==> src/rtl/branch_compare_pipe.sv <==
// branch_compare_pipe: two-stage branch-resolution pipeline.
// Stage 1 captures the raw comparison facts of each accepted operation.
// Stage 2 decodes the selected branch condition and the zero flags.
// Valid/ready back-pressure, a synchronous flush and a saturating
// taken-branch counter sit around the datapath.
module branch_compare_pipe #(
  parameter int WIDTH = 32,
  parameter int TAG_W = 5,
  parameter int CNT_W = 16
) (
  input  logic             clk,
  input  logic             rst_n,
  input  logic             flush,
  input  logic             in_valid,
  output logic             in_ready,
  input  logic [WIDTH-1:0] a,
  input  logic [WIDTH-1:0] b,
  input  logic [2:0]       op,
  input  logic [TAG_W-1:0] in_tag,
  output logic             out_valid,
  input  logic             out_ready,
  output logic             taken,
  output logic             greater,
  output logic             equal,
  output logic             lesser,
  output logic [TAG_W-1:0] out_tag,
  output logic [CNT_W-1:0] taken_count
);

  typedef enum logic [2:0] {
    OP_EQ  = 3'b000,
    OP_NE  = 3'b001,
    OP_LEZ = 3'b010,
    OP_GTZ = 3'b011,
    OP_LTZ = 3'b100,
    OP_GEZ = 3'b101,
    OP_LT  = 3'b110,
    OP_LTU = 3'b111
  } opE;

  localparam logic [CNT_W-1:0] CNT_ONE = {{(CNT_W-1){1'b0}}, 1'b1};

  // Stage 1 state
  logic             r_s1Valid;
  logic             r_s1Eq;
  logic             r_s1LtSigned;
  logic             r_s1LtUnsigned;
  logic             r_s1Zero;
  logic             r_s1Sign;
  opE               r_s1Op;
  logic [TAG_W-1:0] r_s1Tag;

  // Stage 2 (output) state
  logic             r_outValid;
  logic             r_taken;
  logic             r_greater;
  logic             r_equal;
  logic             r_lesser;
  logic [TAG_W-1:0] r_outTag;
  logic [CNT_W-1:0] r_takenCount;

  // Handshake wires
  logic w_outFire;
  logic w_s2Load;
  logic w_s1Load;
  logic w_inFire;
  logic w_taken;

  // The output register frees up when empty or being consumed; stage 1 can
  // refill whenever its content is moving forward in the same cycle.
  assign w_outFire = r_outValid & out_ready;
  assign w_s2Load  = ~r_outValid | w_outFire;
  assign w_s1Load  = ~r_s1Valid | w_s2Load;
  assign in_ready  = rst_n & ~flush & w_s1Load;
  assign w_inFire  = in_valid & in_ready;

  // Stage 1 occupancy: filled by an input transfer, emptied when drained or flushed.
  always_ff @(posedge clk) begin
    if (!rst_n) begin
      r_s1Valid <= 1'b0;
    end else if (flush) begin
      r_s1Valid <= 1'b0;
    end else if (w_inFire) begin
      r_s1Valid <= 1'b1;
    end else if (w_s2Load) begin
      r_s1Valid <= 1'b0;
    end
  end

  // Stage 1 data: precompute every comparison so stage 2 only has to select.
  always_ff @(posedge clk) begin
    if (w_inFire) begin
      r_s1Eq         <= (a == b);
      r_s1LtSigned   <= ($signed(a) < $signed(b));
      r_s1LtUnsigned <= (a < b);
      r_s1Zero       <= (a == '0);
      r_s1Sign       <= a[WIDTH-1];
      r_s1Op         <= opE'(op);
      r_s1Tag        <= in_tag;
    end
  end

  // Branch condition select from the stage 1 facts.
  always_comb begin
    w_taken = 1'b0;
    case (r_s1Op)
      OP_EQ:   w_taken = r_s1Eq;
      OP_NE:   w_taken = ~r_s1Eq;
      OP_LEZ:  w_taken = r_s1Sign | r_s1Zero;
      OP_GTZ:  w_taken = ~r_s1Sign & ~r_s1Zero;
      OP_LTZ:  w_taken = r_s1Sign;
      OP_GEZ:  w_taken = ~r_s1Sign;
      OP_LT:   w_taken = r_s1LtSigned;
      OP_LTU:  w_taken = r_s1LtUnsigned;
      default: w_taken = 1'b0;
    endcase
  end

  // Output valid: follows stage 1 when the output register loads, killed by flush.
  always_ff @(posedge clk) begin
    if (!rst_n) begin
      r_outValid <= 1'b0;
    end else if (flush) begin
      r_outValid <= 1'b0;
    end else if (w_s2Load) begin
      r_outValid <= r_s1Valid;
    end
  end

  // Output data: only overwritten by a real operation so stalled results hold.
  always_ff @(posedge clk) begin
    if (!rst_n) begin
      r_taken   <= 1'b0;
      r_greater <= 1'b0;
      r_equal   <= 1'b0;
      r_lesser  <= 1'b0;
      r_outTag  <= '0;
    end else if (w_s2Load && r_s1Valid) begin
      r_taken   <= w_taken;
      r_greater <= ~r_s1Sign & ~r_s1Zero;
      r_equal   <= r_s1Zero;
      r_lesser  <= r_s1Sign;
      r_outTag  <= r_s1Tag;
    end
  end

  // Taken counter: counts consumed taken results, including one consumed during a flush.
  always_ff @(posedge clk) begin
    if (!rst_n) begin
      r_takenCount <= '0;
    end else if (w_outFire && r_taken && (r_takenCount != '1)) begin
      r_takenCount <= r_takenCount + CNT_ONE;
    end
  end

  assign out_valid   = r_outValid;
  assign taken       = r_taken;
  assign greater     = r_greater;
  assign equal       = r_equal;
  assign lesser      = r_lesser;
  assign out_tag     = r_outTag;
  assign taken_count = r_takenCount;

endmodule

==> config.mk <==
export PLATFORM = sky130hd
export DESIGN_NAME = branch_compare_pipe
export DESIGN_NICKNAME = d
export VERILOG_FILES = /design/src/rtl/branch_compare_pipe.sv
export SDC_FILE = /design/constraint.sdc
export NUM_CORES = 1
export LEC_CHECK = 0
export ABC_AREA = 1
export CORE_ASPECT_RATIO = 1.75
export CORE_MARGIN = 2
export CORE_UTILIZATION = 44
export CTS_CLUSTER_DIAMETER = 200
export DETAILED_ROUTE_END_ITERATION = 6
export PLACE_DENSITY_LB_ADDON = 0.12
export SYNTH_ARGS = -nofsm -noshare
export SYNTH_HDL_FRONTEND = slang
export SYNTH_SLANG_ARGS = --single-unit
export TNS_END_PERCENT = 20
==> constraint.sdc <==
create_clock -name clk -period 2.5 [get_ports clk]
set_clock_uncertainty 0.15 [all_clocks]
set_input_delay 0.5 -clock clk [delete_from_list [all_inputs] [get_ports clk]]
set_output_delay 0.5 -clock clk [all_outputs]
set_load 0.1 [all_outputs]
## Word-level counts from Yosys, hierarchy flattened

Index checks and enable logic that the tools add are counted.

| word-level totals | value |
|---|---|
| bits of input ports | 77 |
| output and inout bits | 27 |
| register bits | 40 |
| logic and storage cells | 52 |

| cells by class | value |
|---|---|
| muxes and demuxes | 3 |
| reduce and logical (&&, ||, !) cells | 7 |
| eq/ne operators | 9 |
| $lt $le $gt $ge | 2 |
| bitwise operators | 15 |
| add/subtract/negate cells | 1 |

Operators by type and width:

| operator | number |
|---|---|
| $lt 32x32->1 | 2 |
| $eq 32x32->1 | 1 |
| $logic_not 32->1 | 1 |
| $add 16x1->16 const B | 1 |
| $ne 16x16->1 const B | 1 |
| $eq 3x3->1 const B | 4 |
| $pmux 1 s8 | 1 |
| $not 1->1 | 7 |
| $eq 3x2->1 const B | 2 |
| $and 1x1->1 | 5 |
| $eq 3x1->1 const B | 1 |
| $logic_and 1x1->1 | 3 |
| $logic_not 3->1 | 1 |
| $or 1x1->1 | 3 |
| $mux 1 | 2 |
| $reduce_bool 2->1 | 1 |
| $reduce_or 2->1 | 1 |

## Longest topological paths before layout

Gate-level depths: netlist of the first run.

| depth | value |
|---|---|
| word-level depth | 6 |
| mapped depth | 15 |
| depth with buffers taken out | 15 |

## Worst setup path before layout of the first run

Ideal clock, no wire load.

| path | value |
|---|---|
| kind | reg2reg |
| start | reg r_takenCount[0] (netlist: taken_count[0]) |
| end | reg r_takenCount[0] (netlist: taken_count[0]) |
| cell stages (with the launch flop) | 10 |
| data arrival time | 2.138 ns |
| library setup time | 0.167 ns |
| required time | 2.183 ns |
| period minus slack after synthesis | 2.455 ns |
| path slack | 0.045 ns |
| path buffers | 1 |
| cells stage by stage | dfxtp_1 > ha_1 > nand3_1 > nor2_2 > nand3_2 > nand2_4 > inv_4 > buf_6 > o21ai_1 > a21oi_1 |

| on the way | value |
|---|---|
| longest elaborated chain between the ends | 2 |
| elaborated cells between the ends (all ways) | 3 |
| those cells by class | add/sub: 1; eq/ne: 1; reduce/logical: 1 |

RTL lines:

| item | RTL line | text |
|---|---|---|
| start, declared | 60 | `logic [CNT_W-1:0] r_takenCount;` |
| start signal, assigned | 152 | `r_takenCount <= r_takenCount + CNT_ONE;` |
| branches (longest 2 deep; another with $add 16x1->16) | - |  |

Parallel ways; which one is timed is not known.
A chain may end at the register's enable or synchronous reset.

## Worst setup path in the final report of the first run

| path | value |
|---|---|
| start | in rst_n |
| end | out in_ready |

| on the way | value |
|---|---|
| longest elaborated chain between the ends | 2 |

RTL lines:

| item | RTL line | text |
|---|---|---|
| start, declared | 12 | `input logic rst_n,` |
| $and 1x1->1 (2 in series) | 74 | `assign in_ready = rst_n & ~flush & w_s1Load;` |
| end, declared | 15 | `output logic in_ready,` |

Every way passes these cells.

==> impl_metrics.py, run 1 <==
metrics = {
    "floorplanning": {
        "die_w_um": 63.15,
        "start_util_pct": 45.82,
        "ioPinCount": 104,
        "fp-row-count": 37,
        "dieArea_um2": 6788,
        "coreArea_um2": 5879,
        "die_h_um": 107.5,
    },
    "route": {
        "first_pass_iters": 4,
        "wl_per_cell_um": 11.96,
        "drt_iter0_drc": 142,
        "final_antenna_net_count": 0,
        "vias": 2766,
        "viasPerCell": 4.939,
        "drcViolationCount": 0,
        "drt-total-wl_um": 6696,
    },
    "layout": {
        "multiInputGateArea_um2": 1479,
        "area_growth_pct": 43.85,
        "drive_gt1_share_pct": 10.37,
        "fillerInstances": 541,
        "n_antenna_cell": 0,
        "layout.nets": 591,
        "regArea_um2": 930.9,
    },
    "sta": {
        "rsz0062_at_grt": "no",
        "post-route-period-util_pct": 88.29,
        "fin_setup_tns_ns": 0,
        "hold_viol_final": 0,
        "relSlewSlack_pct": 62.62,
        "period_needed_ns": 2.207,
        "drv_slew": 0,
        "max_freq_mhz": 453.1,
        "hold-worst-slack_ns": 0.3313,
        "worst_pin_slew_ns": 0.5555,
        "setup_viol": 0,
        "setup_slack_ns": 0.2927,
    },
    "critical_path": {
        "slowest_stage": "clkdlybuf4s50_1",
        "crit_path_max_fanout": 2,
        "path_cells": "clkdlybuf4s50_1 > inv_1 > nor2_1 > nand2_1 > inv_1 > buf_12",
        "crit_buf_inv": 4,
        "crit_path_start_kind": "input pin",
        "cp_common_cell": "inv_1",
        "cp_data_required_time_ns": 1.85,
        "max_stage_delay_ns": 0.48,
        "cp-end-kind": "primary output",
        "rr_startpoint": "taken_count[0]",
        "critPathTopFamily": "buffers and inverters",
        "ff2ff_setup_slack_ns": 0.67,
        "crit_type": "in -> out",
        "cp.arrival_ns": 1.56,
        "crit_start": "rst_n",
    },
    "run": {
        "drv_cap": 0,
    },
    "logic_synthesis": {
        "synthDistinctLibCells": 32,
        "synth-main-ff-cell": "dfxtp_1",
        "ys_warn_count": 0,
        "syn_nets": 481,
        "async_flop_share_pct": 0,
        "synth-edff-count": 13,
        "syn_area_um2": 2694,
        "synth_cells": 371,
        "syn_avg_cell_area_um2": 7.261,
        "synth.yosys.seq_area_share_pct": 34.56,
        "ys_seq_elements": 40,
    },
    "global_route": {
        "antenna_found_initial": 0,
        "grt_pass1_vias": 2736,
        "grt_pass1_wl_um": 11110,
        "grtUsageTotal_pct": 20.99,
        "grt-ovfl-total": 0,
        "grt_max_degree": 19,
    },
    "clock_network": {
        "clk_path_buf_depth": 2,
        "post_cts_buffers": 0,
        "cts_root_buf": "clkbuf_8",
        "path_clk_slew_ns": 0.08,
        "cts_hold_buf": 0,
        "cts_htree_levels": 2,
        "cts.sink_count": 40,
        "cts_tree": "yes",
        "cts_resized": 0,
        "worstSkewPairLatency_ns": 0.30,
        "cts_made_buffers": 5,
    },
    "placed_design": {
        "hpwl_um": 5694,
        "pre_cts_ws_ns": 0.01295,
        "io_buffers": 103,
        "gp_congestion": 0.9020,
    },
    "power": {
        "power_leakage_nw": 1.747,
        "finalPower_mw": 1.578,
        "power_density_nw_per_um2": 407.2,
        "ir_worst_vdd_uv": 191.2,
    },
    "worst_hold_path": {
        "hold_path.class": "reg -> reg",
        "hold_start": "r_s1Valid",
    },
    "status": {
        "status": "complete, no violations",
    },
}
placed cells by master, fill, tap and decap left out, types with 3 or more instances in the layout:
cell	synthesis	final
clkbuf_8	0	5
inv_1	64	64
nand4_1	6	6
ha_1	33	33
buf_4	1	30
edfxtp_1	13	13
o21ai_0	17	17
clkdlybuf4s50_1	0	76
nor2_1	55	55
nand2_1	76	76
nor4_1	9	9
nor2_2	3	3
a21oi_1	24	24
nand3_1	13	13
dfxtp_1	27	27
nor3_1	6	6
kinds of logic (layout without fill, tap and decap cells):
kind of cell | count (synthesis) | in the layout | synth area share, %
compound gates | 48 | 48 | 9.661
simple gates | 176 | 176 | 28.61
flops | 40 | 40 | 34.56
buf+inv | 70 | 181 | 10.54
fa+ha+maj | 33 | 33 | 15.33
xor+xnor | 4 | 4 | 1.301
sequential cells by signal, summed over array words and instances (netlist names), 3 cells and up:
signal,flops
out_tag,5
r_s1Op,3
r_s1Tag,5
taken_count,16
metal layers:
| metal | up-vias | share of wire, % | global-route usage [%] |
|---|---|---|---|
| met1 | 1217 | 33 | 18.31 |
| met4 | 0 | 4.9 | 13.81 |
| li1 | 1421 | - | - |
| met3 | 24 | 6.0 | 4.184 |
| met5 | - | 0 | 0 |
| met2 | 104 | 56 | 41.64 |
Yosys cell counts (2+ instances only):
library cell	number	share of area [%]
dfxtp_1	27	20
nand2_1	76	11
a21o_1	2	0.56
o21ai_0	17	3.2
inv_1	64	8.9
nand4_1	6	1.4
a21oi_1	24	4.5
nor3b_1	2	0.56
nor4_1	9	2.1
xnor2_1	2	0.65
xor2_1	2	0.65
nor2_2	3	0.70
edfxtp_1	13	14
buf_6	2	0.84
nand3_2	2	0.74
nand3_1	13	2.4
nor2_1	55	7.7
nor3_1	6	1.1
ha_1	33	15
cell type report:
type                       count  share of cell area (%)
clock buffer                   6                   2.422
clock inverter                 2                  0.4520
inverter                      66                   6.458
multi-input combinational    261                   38.17
sequential                    40                   24.02
tap                           78                   2.519
timing repair buffer         107                   25.96
power breakdown:
group	total [mW]	switching (mW)	leakage [nW]	internal, mW
Clock	0.510	0.249	0.0565	0.261
Combinational	0.375	0.190	1.36	0.185
Sequential	0.694	0.00729	0.336	0.686
Total	1.58	0.446	1.75	1.13
path summary, 6_finish.rpt:
check / to / cells after the start
max: in_ready / 6
min reg2reg: out_valid / 2
min: out_valid / 2
max reg2reg: taken_count[4] / 9
worst min-delay path: stages (launching register included):
cell,delay (ns)
dfxtp_1,0.32
inv_1,0.06
a21oi_1,0.06
per-stage QoR:
step                      utilization [%]  area, um^2  instances
after detailed placement            64.01        3764        552
after floorplan                         -        2694        371
after CTS                           65.91        3875        560
final                               65.91        3875        560
after global placement              64.01        3764        552
after global routing                65.91        3875        560
Power figures use the tool's default switching activity.
==> run 2, diff against run 1 <==
- CELL_PAD_IN_SITES_DETAIL_PLACEMENT: unset -> 1
- CELL_PAD_IN_SITES_GLOBAL_PLACEMENT: unset -> 1
- CORE_MARGIN: 2 -> 10
- CORE_UTILIZATION: 44 -> 31
==> run 2 against run 1 <==
Against the previous run:
- clock-buffer cell count is the same
- power is 13% higher
- register-to-register slack lost 0.05 ns
- largest cell class unchanged
- flip-flop and latch count stayed put
- sequential share of layout area decreased by 0.85 points
- routed wire length grew 29%
- utilization fell by 19 points
==> impl_metrics.py, run 2 (synthesis gave the netlist of run 1 again) <==
metrics = {
    "status": {
        "status": "complete, no violations",
    },
    "sta": {
        "setup_slack_ns": 0.1912,
        "worst_pin_slew_ns": 0.5071,
        "hold-worst-slack_ns": 0.3308,
        "period_needed_ns": 2.309,
        "hold_viol_final": 0,
        "drv_slew": 0,
        "post-route-period-util_pct": 92.35,
        "setup_viol": 0,
        "fin_setup_tns_ns": 0,
        "relSlewSlack_pct": 65.88,
        "max_freq_mhz": 433.1,
        "rsz0062_at_grt": "no",
    },
    "power": {
        "ir_worst_vdd_uv": 237.1,
        "power_density_nw_per_um2": 443.9,
        "power_leakage_nw": 1.799,
        "finalPower_mw": 1.784,
    },
    "floorplanning": {
        "dieArea_um2": 12970,
        "die_h_um": 143.3,
        "start_util_pct": 31.48,
        "die_w_um": 90.47,
        "ioPinCount": 104,
        "fp-row-count": 45,
        "coreArea_um2": 8558,
    },
    "layout": {
        "largest_reg_flops": 16,
        "n_antenna_cell": 0,
        "fin_area_um2": 4018,
        "area_growth_pct": 49.14,
        "layout.nets": 596,
        "drive_gt1_share_pct": 11.29,
        "final_cell_mix": "nand2_1, clkdlybuf4s50_1, inv_1, nor2_1, buf_4",
        "fillerInstances": 1080,
    },
    "global_route": {
        "grt_pass1_vias": 2967,
        "grt_max_degree": 19,
        "grtUsageTotal_pct": 13.07,
        "grt-ovfl-total": 0,
        "antenna_found_initial": 0,
        "grt_pass1_wl_um": 13690,
    },
    "route": {
        "wl_per_cell_um": 14.28,
        "vias": 2807,
        "drt_iter0_drc": 61,
        "final_antenna_net_count": 0,
        "drcViolationCount": 0,
        "viasPerCell": 4.647,
        "first_pass_iters": 4,
        "drt-total-wl_um": 8624,
    },
    "run": {
        "drv_cap": 0,
    },
    "critical_path": {
        "path_cells": "clkdlybuf4s50_1 > inv_1 > ha_1 > nand2_1 > inv_1 > nand3_1 > nor3_1 > buf_4 > nand2_1 > nand2_1 > nand2_1 > nand2_1 > inv_1",
        "crit_path_max_fanout": 2,
        "rr_startpoint": "taken_count[0]",
        "cp_common_cell": "nand2_1",
        "cp-end-kind": "flip-flop",
        "critPathTopFamily": "buffers and inverters",
        "reg2reg_to": "taken_count[5]",
        "max_stage_delay_ns": 0.45,
        "crit_start": "b[11]",
        "crit_type": "in -> reg",
        "ff2ff_setup_slack_ns": 0.62,
        "crit_buf_inv": 5,
        "cp_data_required_time_ns": 2.40,
        "slowest_stage": "clkdlybuf4s50_1",
        "crit_path_start_kind": "input pin",
        "crit_cells": 13,
        "crit_end": "r_s1LtUnsigned",
        "cp.arrival_ns": 2.21,
        "rr_worst_depth": 10,
    },
    "placed_design": {
        "hpwl_um": 7681,
        "pre_cts_ws_ns": -0.1450,
        "dpl-instance-area_um2": 3850,
        "io_buffers": 103,
        "gp_congestion": 0.8235,
    },
    "clock_network": {
        "cts_tree": "yes",
        "cts_hold_buf": 0,
        "cts_root_buf": "clkbuf_16",
        "cts.sink_count": 40,
        "post_cts_buffers": 0,
        "cts_made_buffers": 5,
        "cts_htree_levels": 2,
        "path_clk_slew_ns": 0.06,
        "clk_path_buf_depth": 2,
        "cts_resized": 0,
        "worstSkewPairLatency_ns": 0.29,
    },
    "worst_hold_path": {
        "hold_path.class": "reg -> reg",
    },
}
run 2: worst register-to-register path, stage by stage (launching register included):
cell     delay (ns)
dfxtp_1        0.43
ha_1           0.24
nand3_1        0.12
nor2_2         0.22
nand3_2        0.11
nand2_4        0.17
inv_4          0.11
nand2_1        0.09
nand2_1        0.05
inv_1          0.05
nor2_1         0.04
run 2: metrics by stage:
step	utilization, %	instances
final	46.94	604
after global routing	46.94	604
after CTS	46.94	604
after detailed placement	44.99	596
after global placement	44.99	596
after floorplan	-	371
run 2: how the worst min path moves through the flow:
stage	startpoint	end	cells past startpoint
floorplan	r_s1Valid	out_valid	2
global placement	r_s1Valid	out_valid	2
detailed placement	r_s1Valid	out_valid	2
CTS	r_s1Valid	out_valid	2
global route	r_s1Valid	out_valid	2
finish	r_s1Valid	out_valid	2
run 2: per-layer routing:
metal	track usage (%)	vias to the layer above	share of wire, %
li1	-	1434	-
met1	10.92	1295	34
met2	26.65	67	57
met3	3.603	11	6.0
met4	6.818	0	2.9
met5	0	-	0
run 2: power by group:
group,leakage (nW),switching (mW),internal (mW),total (mW)
clock network,0.0822,0.267,0.434,0.701
registers,0.336,0.00773,0.687,0.695
logic,1.38,0.198,0.190,0.388
run 2: final cells by class:
| class | instances | area, um^2 | area share [%] |
|---|---|---|---|
| Clock buffer | 6 | 150.1 | 3.737 |
| Clock inverter | 2 | 17.52 | 0.4360 |
| Inverter | 66 | 250.2 | 6.229 |
| Multi-Input combinational cell | 261 | 1479 | 36.81 |
| Sequential cell | 40 | 930.9 | 23.17 |
| Tap cell | 117 | 146.4 | 3.644 |
| Timing Repair Buffer | 112 | 1044 | 25.97 |
==> RTL edit 1, RTL diff (config.mk and constraints of run 1) <==
Make the reset (`rst_n`) asynchronous in 4 clocked blocks.
--- a/src/rtl/branch_compare_pipe.sv
+++ b/src/rtl/branch_compare_pipe.sv
@@ -76,5 +76,5 @@
 
   // Stage 1 occupancy: filled by an input transfer, emptied when drained or flushed.
-  always_ff @(posedge clk) begin
+  always_ff @(posedge clk or negedge rst_n) begin
     if (!rst_n) begin
       r_s1Valid <= 1'b0;
@@ -118,5 +118,5 @@
 
   // Output valid: follows stage 1 when the output register loads, killed by flush.
-  always_ff @(posedge clk) begin
+  always_ff @(posedge clk or negedge rst_n) begin
     if (!rst_n) begin
       r_outValid <= 1'b0;
@@ -129,5 +129,5 @@
 
   // Output data: only overwritten by a real operation so stalled results hold.
-  always_ff @(posedge clk) begin
+  always_ff @(posedge clk or negedge rst_n) begin
     if (!rst_n) begin
       r_taken   <= 1'b0;
@@ -146,5 +146,5 @@
 
   // Taken counter: counts consumed taken results, including one consumed during a flush.
-  always_ff @(posedge clk) begin
+  always_ff @(posedge clk or negedge rst_n) begin
     if (!rst_n) begin
       r_takenCount <= '0;
Function: differs if rst_n is asserted again (counterexample within 4 cycles, from zero or initial values and one cycle with rst_n low); with rst_n held inactive, the same outputs for 10 cycles.
==> RTL edit 1 against run 1 <==
Critical path type unchanged; synthesized area decreased by 1.3%; die area is 1.2% lower; design area is 0.39% higher; hold slack got worse by 36 ps; worst setup slack lost 60 ps; total power grew 30%; sequential cell count did not move; first-iteration DRC count down 43%; wire length down 10%; non-clock buffer count stayed put.
==> RTL edit 1: results (changes against run 1) <==
Global route
  – Maximum number of pins on one net before global-route repair: 28 (was 19)
  – Number of global-route vias before repair: 2580 (was 2736)
  – Fraction of met2 tracks used by global routing: 0.3917 (was 0.4164)
  – Met3 Usage GRT: 0.03987 (was 0.04184)
  – Global-route usage over all layers: 0.1987 (was 0.2099)
  – Wire length of the first global-routing pass: 10460 um (was 11110 um)
  – GRT met1 Usage: 0.1790 (was 0.1831)

Placed design
  – Final weighted congestion of routability-driven global placement: 0.8819 (was 0.9020)
  – Hpwl dp: 5165 um (was 5694 um)
  – Placement-stage worst setup slack: 44.47 ps (was 12.95 ps)

Pwr
  – Cell internal pwr: 1.361 mW (was 1.132 mW)
  – Comb. pwr: 0.687 mW (was 0.375 mW)
  – Worst ir drop on vdd: 199.3 uV (was 191.2 uV)
  – Pleak: 1.950 nW (was 1.747 nW)
  – Pwr Total: 2.054 mW (was 1.578 mW)

Cells and area
  – Fraction of final layout cells with drive strength greater than 1: 0.1227 (was 0.1037)
  – Number of fillers in the final layout: 522 (was 541)
  – Count of placed standard cells in the final layout, fillers left out: 518 (was 560)
  – Antenna cell count: 0 (unchanged)
  – NumNets Final: 549 (was 591)

Routing
  – Overall routed net length: 6019 um (was 6696 um)
  – Iteration-0 DRC Markers: 81 (was 142)
  – Met3 layer wire length in the routed design: 308 um (was 404 um)
  – Post-route met1 wirelength: 2062 um (was 2237 um)
  – Routed met2 length: 3380 um (was 3728 um)

Synth
  – Unique cell type count in the Yosys netlist: 26 (was 32)
  – Cell types with the highest counts after synthesis: sky130_fd_sc_hd__nand2_1 (89), sky130_fd_sc_hd__inv_1 (59), sky130_fd_sc_hd__ha_1 (33) (was sky130_fd_sc_hd__nand2_1 (76), sky130_fd_sc_hd__inv_1 (64), sky130_fd_sc_hd__nor2_1 (55))
  – Per-instance average area after synthesis: 8.160 sq um (was 7.261 sq um)
  – Fraction of the yosys area taken by sequential cells: 0.4008 (was 0.3456)
  – Net count after synthesis: 436 (was 481)
  – Most instantiated flip-flop cell in the synthesis netlist: sky130_fd_sc_hd__dfrtp_1 (was sky130_fd_sc_hd__dfxtp_1)

Run status
  – Status: finished clean (unchanged)

Critical path
  – CP peak stage delay: 400 ps (was 480 ps)
  – Data arrival, critical path: 1620 ps (was 1560 ps)
  – Largest fanout of any net on the critical path: 3 (was 2)

STA
  – Transition at the pin with the smallest max-transition slack: 532.9 ps (was 555.5 ps)
## RTL edit 1: cell count changes in the layout (fill, tap and decap cells not counted), sizes merged, moves of 5 or more
cell	delta
o21ai	-12
dfrtp	+27
nand2	+16
nor2	-36
a21oi	-11
inv	-5
xor2	+8
nand3	-6
dfxtp	-27
## RTL edit 1: final timing paths
| path | endpoint | slack (ps) | start | depth (start not counted) |
|---|---|---|---|---|
| max in group asynchronous | out_valid | 1380 | rst_n | 2 |
| min in group asynchronous | taken_count[14] | 550 | rst_n | 2 |
| min reg2reg | out_tag[0] | 300 | r_s1Tag[0] | 2 |
| min | out_tag[0] | 300 | r_s1Tag[0] | 2 |
| max reg2reg | taken_count[15] | 670 | taken_count[0] | 9 |
| max | in_ready | 230 | out_ready | 8 |
## RTL edit 1: final cells by class
cell class	instances	area, sq um	share of cell area
clock buffers	6	72.57	0.01866
clock inverters	2	60.06	0.01544
inverters	62	236.5	0.06079
multi-input cells	223	1350	0.3471
flip-flops and latches	40	1067	0.2744
well taps	78	97.59	0.02509
repair buffers	107	1006	0.2586
## RTL edit 1: worst reg2reg max path: cells and delay by family, from the launching register on
family | cells | cell delay, ps
adder cells (fa/ha/maj) | 1 | 230
AND/OR/NAND/NOR | 8 | 920
flip-flops | 1 | 420
## RTL edit 1: logic make-up (layout without fill, tap and decap cells)
family                     count (synthesis)  after routing  synth area share
and+or+nand+nor                          151            151            0.2540
AOI/OAI and AO/OA                         25             25           0.05221
adders and majority gates                 33             33            0.1552
xor gates and xnor gates                  14             14           0.04609
DFF                                       40             40            0.4008
buffers and inverters                     63            177           0.09172
==> RTL edit 2, RTL diff (config.mk and constraints of run 1) <==
Without the edit above. Change the parameter `WIDTH` from 32 to 48.
--- a/src/rtl/branch_compare_pipe.sv
+++ b/src/rtl/branch_compare_pipe.sv
@@ -5,5 +5,5 @@
 // taken-branch counter sit around the datapath.
 module branch_compare_pipe #(
-  parameter int WIDTH = 32,
+  parameter int WIDTH = 48,
   parameter int TAG_W = 5,
   parameter int CNT_W = 16
Interface: changed (resized a and b); port bits go from 104 to 136. No check against the original RTL was run, so the function may have changed too.
==> RTL edit 2 against run 1 <==
Synthesized area increased by 17%; sequential cell count stayed put; design area increased by 22%; register-to-register slack worse by 220 ps; wire length is 23% higher; worst setup slack got worse by 74 ps; total power up 19%; first-iteration DRC count increased by 3.5%.
==> RTL edit 2: results (changes against run 1) <==
Synth
  – EDFF count, synth: 13 (unchanged)
  – Yosys warning total: 0 (unchanged)
  – Cell types with the highest counts after synthesis: sky130_fd_sc_hd__nand2_1 (92), sky130_fd_sc_hd__inv_1 (90), sky130_fd_sc_hd__ha_1 (49) (was sky130_fd_sc_hd__nand2_1 (76), sky130_fd_sc_hd__inv_1 (64), sky130_fd_sc_hd__nor2_1 (55))
  – Leading cell types by total area after synthesis: sky130_fd_sc_hd__ha_1 (19%), sky130_fd_sc_hd__dfxtp_1 (17%), sky130_fd_sc_hd__edfxtp_1 (12%) (was sky130_fd_sc_hd__dfxtp_1 (20%), sky130_fd_sc_hd__ha_1 (15%), sky130_fd_sc_hd__edfxtp_1 (14%))
  – Unique cell type count in the Yosys netlist: 30 (was 32)
  – Net count after synthesis: 603 (was 481)
  – Fraction of the yosys area taken by sequential cells: 0.2957 (was 0.3456)

Routing
  – Average wire per cell in the routed design: 12.19 um (was 11.96 um)
  – Iteration-0 DRC Markers: 147 (was 142)
  – Average via count per standard cell: 4.969 (was 4.939)

STA
  – Transition at the pin with the smallest max-transition slack: 494.6 ps (was 555.5 ps)
  – Maximum operating frequency: 438.4 MHz (was 453.1 MHz)
  – Number of hold violations in the final report: 0 (unchanged)

Cells and area
  – NumNets Final: 748 (was 591)
  – Fraction of final layout cells with drive strength greater than 1: 0.08460 (was 0.1037)
  – Number of fillers in the final layout: 626 (was 541)

Pwr
  – Cell internal pwr: 1.373 mW (was 1.132 mW)
  – Pleak: 2.229 nW (was 1.747 nW)
  – Worst ir drop on vdd: 238.6 uV (was 191.2 uV)

Placed design
  – Final weighted congestion of routability-driven global placement: 0.7789 (was 0.9020)
  – Placement-stage worst setup slack: -85.17 ps (was 12.95 ps)
  – Port bufs: 135 (was 103)
  – Hpwl dp: 7278 um (was 5694 um)

Global route
  – Wire length of the first global-routing pass: 13530 um (was 11110 um)
  – Number of global-route vias before repair: 3361 (was 2736)
  – Global-route usage over all layers: 0.2209 (was 0.2099)
  – Maximum number of pins on one net before global-route repair: 18 (was 19)

Critical path
  – Largest fanout of any net on the critical path: 2 (unchanged)
  – Data arrival, critical path: 1630 ps (was 1560 ps)
  – Cell family with most CP delay: buffers and inverters (unchanged)
  – Endpoint of the worst register-to-register path: taken_count[3] (was taken_count[4])
  – Worst-path cell with the longest stage delay: sky130_fd_sc_hd__clkdlybuf4s50_1 (unchanged)
  – Reg2reg path depth: 10 (was 9)
  – Startpoint of the worst-slack reg-to-reg timing path: taken_count[1] (was taken_count[0])
  – R2R setup slack: 450 ps (was 670 ps)
  – CP peak stage delay: 500 ps (was 480 ps)

Clock tree
  – H-tree depth: 2 (unchanged)
  – Clock Root Buffer: sky130_fd_sc_hd__clkbuf_16 (was sky130_fd_sc_hd__clkbuf_8)
  – Clock slew at the register clock pins of the worst setup and hold paths: 60 ps (was 80 ps)

Run status
  – Status: finished clean (unchanged)

Min path
  – Hold/Removal Path Class: reg -> reg (unchanged)
  – Worst hold path endpoint: out_valid (unchanged)
RTL edit 2: changes by cell type after synthesis, sizes merged, moves of 3 or more:
cell,before,now
inv,65,91
nand2,78,95
ha,33,49
nor2,58,48
a21oi,25,33
nand4,6,10
nor4,9,13
o21ai,18,21
xor2,2,5
RTL edit 2: metal layers:
| layer | vias up | GRT usage | wire length [um] |
|---|---|---|---|
| met4 | 0 | 0.07067 | 160 |
| li1 | 1733 | - | - |
| met3 | 10 | 0.04369 | 425 |
| met1 | 1511 | 0.1873 | 2541 |
| met2 | 100 | 0.4686 | 5098 |
| met5 | - | 0 | 0 |
RTL edit 2: tightest hold or removal path, delay by kind of cell (launching register included):
family | cells | cell delay (ps)
buffers and inverters | 1 | 60
AOI/OAI and AO/OA | 1 | 60
DFF | 1 | 310
RTL edit 2: layout make-up:
type / count / share of cell area
Timing Repair Buffer: 141 / 0.2834
Sequential cell: 40 / 0.1967
Clock buffer: 6 / 0.03172
Multi-Input combinational cell: 309 / 0.3896
Inverter: 93 / 0.07375
Clock inverter: 2 / 0.002643
Tap cell: 84 / 0.02220
RTL edit 2: worst max-delay path by stage:
stage | start | endpoint
final | rst_n | in_ready
after floorplan | taken_count[1] | taken_count[5]
after global placement | b[47] | r_s1LtUnsigned
after global routing | b[47] | r_s1LtUnsigned
after CTS | rst_n | in_ready
after detailed placement | b[47] | r_s1LtUnsigned
RTL edit 2: timing repair:
action                                  CTS  global route
buffers inserted                          0             0
resized for setup                         0             1
endpoints found under the setup margin    0             2
RTL edit 2: cell families after synthesis:
family | Yosys count | share of synthesized area
fa+ha+maj | 49 | 0.1948
buf+inv | 96 | 0.1192
compound gates | 59 | 0.09777
simple gates | 194 | 0.2731
flops | 40 | 0.2957
xor+xnor | 7 | 0.01948
RTL edit 2: metrics by stage:
step                cells  area (sq um)  utilization  setup TNS [ps]  hold slack [ps]
global placement      667          4568       0.6614               0            307.0
detailed placement    667          4568       0.6614          -167.5            314.4
global route          675          4733       0.6853               0            347.9
CTS                   675          4731       0.6850               0            326.1
finish                675          4733       0.6853               0            330.2
floorplan             445          3148            -               0            297.0
RTL edit 2: power groups by stage:
stage          Sequential, mW  Combinational [mW]  Clock [mW]
6_report                0.695               0.493       0.690
5_1_grt                 0.696               0.551       0.732
4_1_cts                 0.695               0.498       0.699
3_5_place_dp            0.709               0.496           0
3_3_place_gp            0.709               0.483           0
2_1_floorplan           0.763               0.185           0
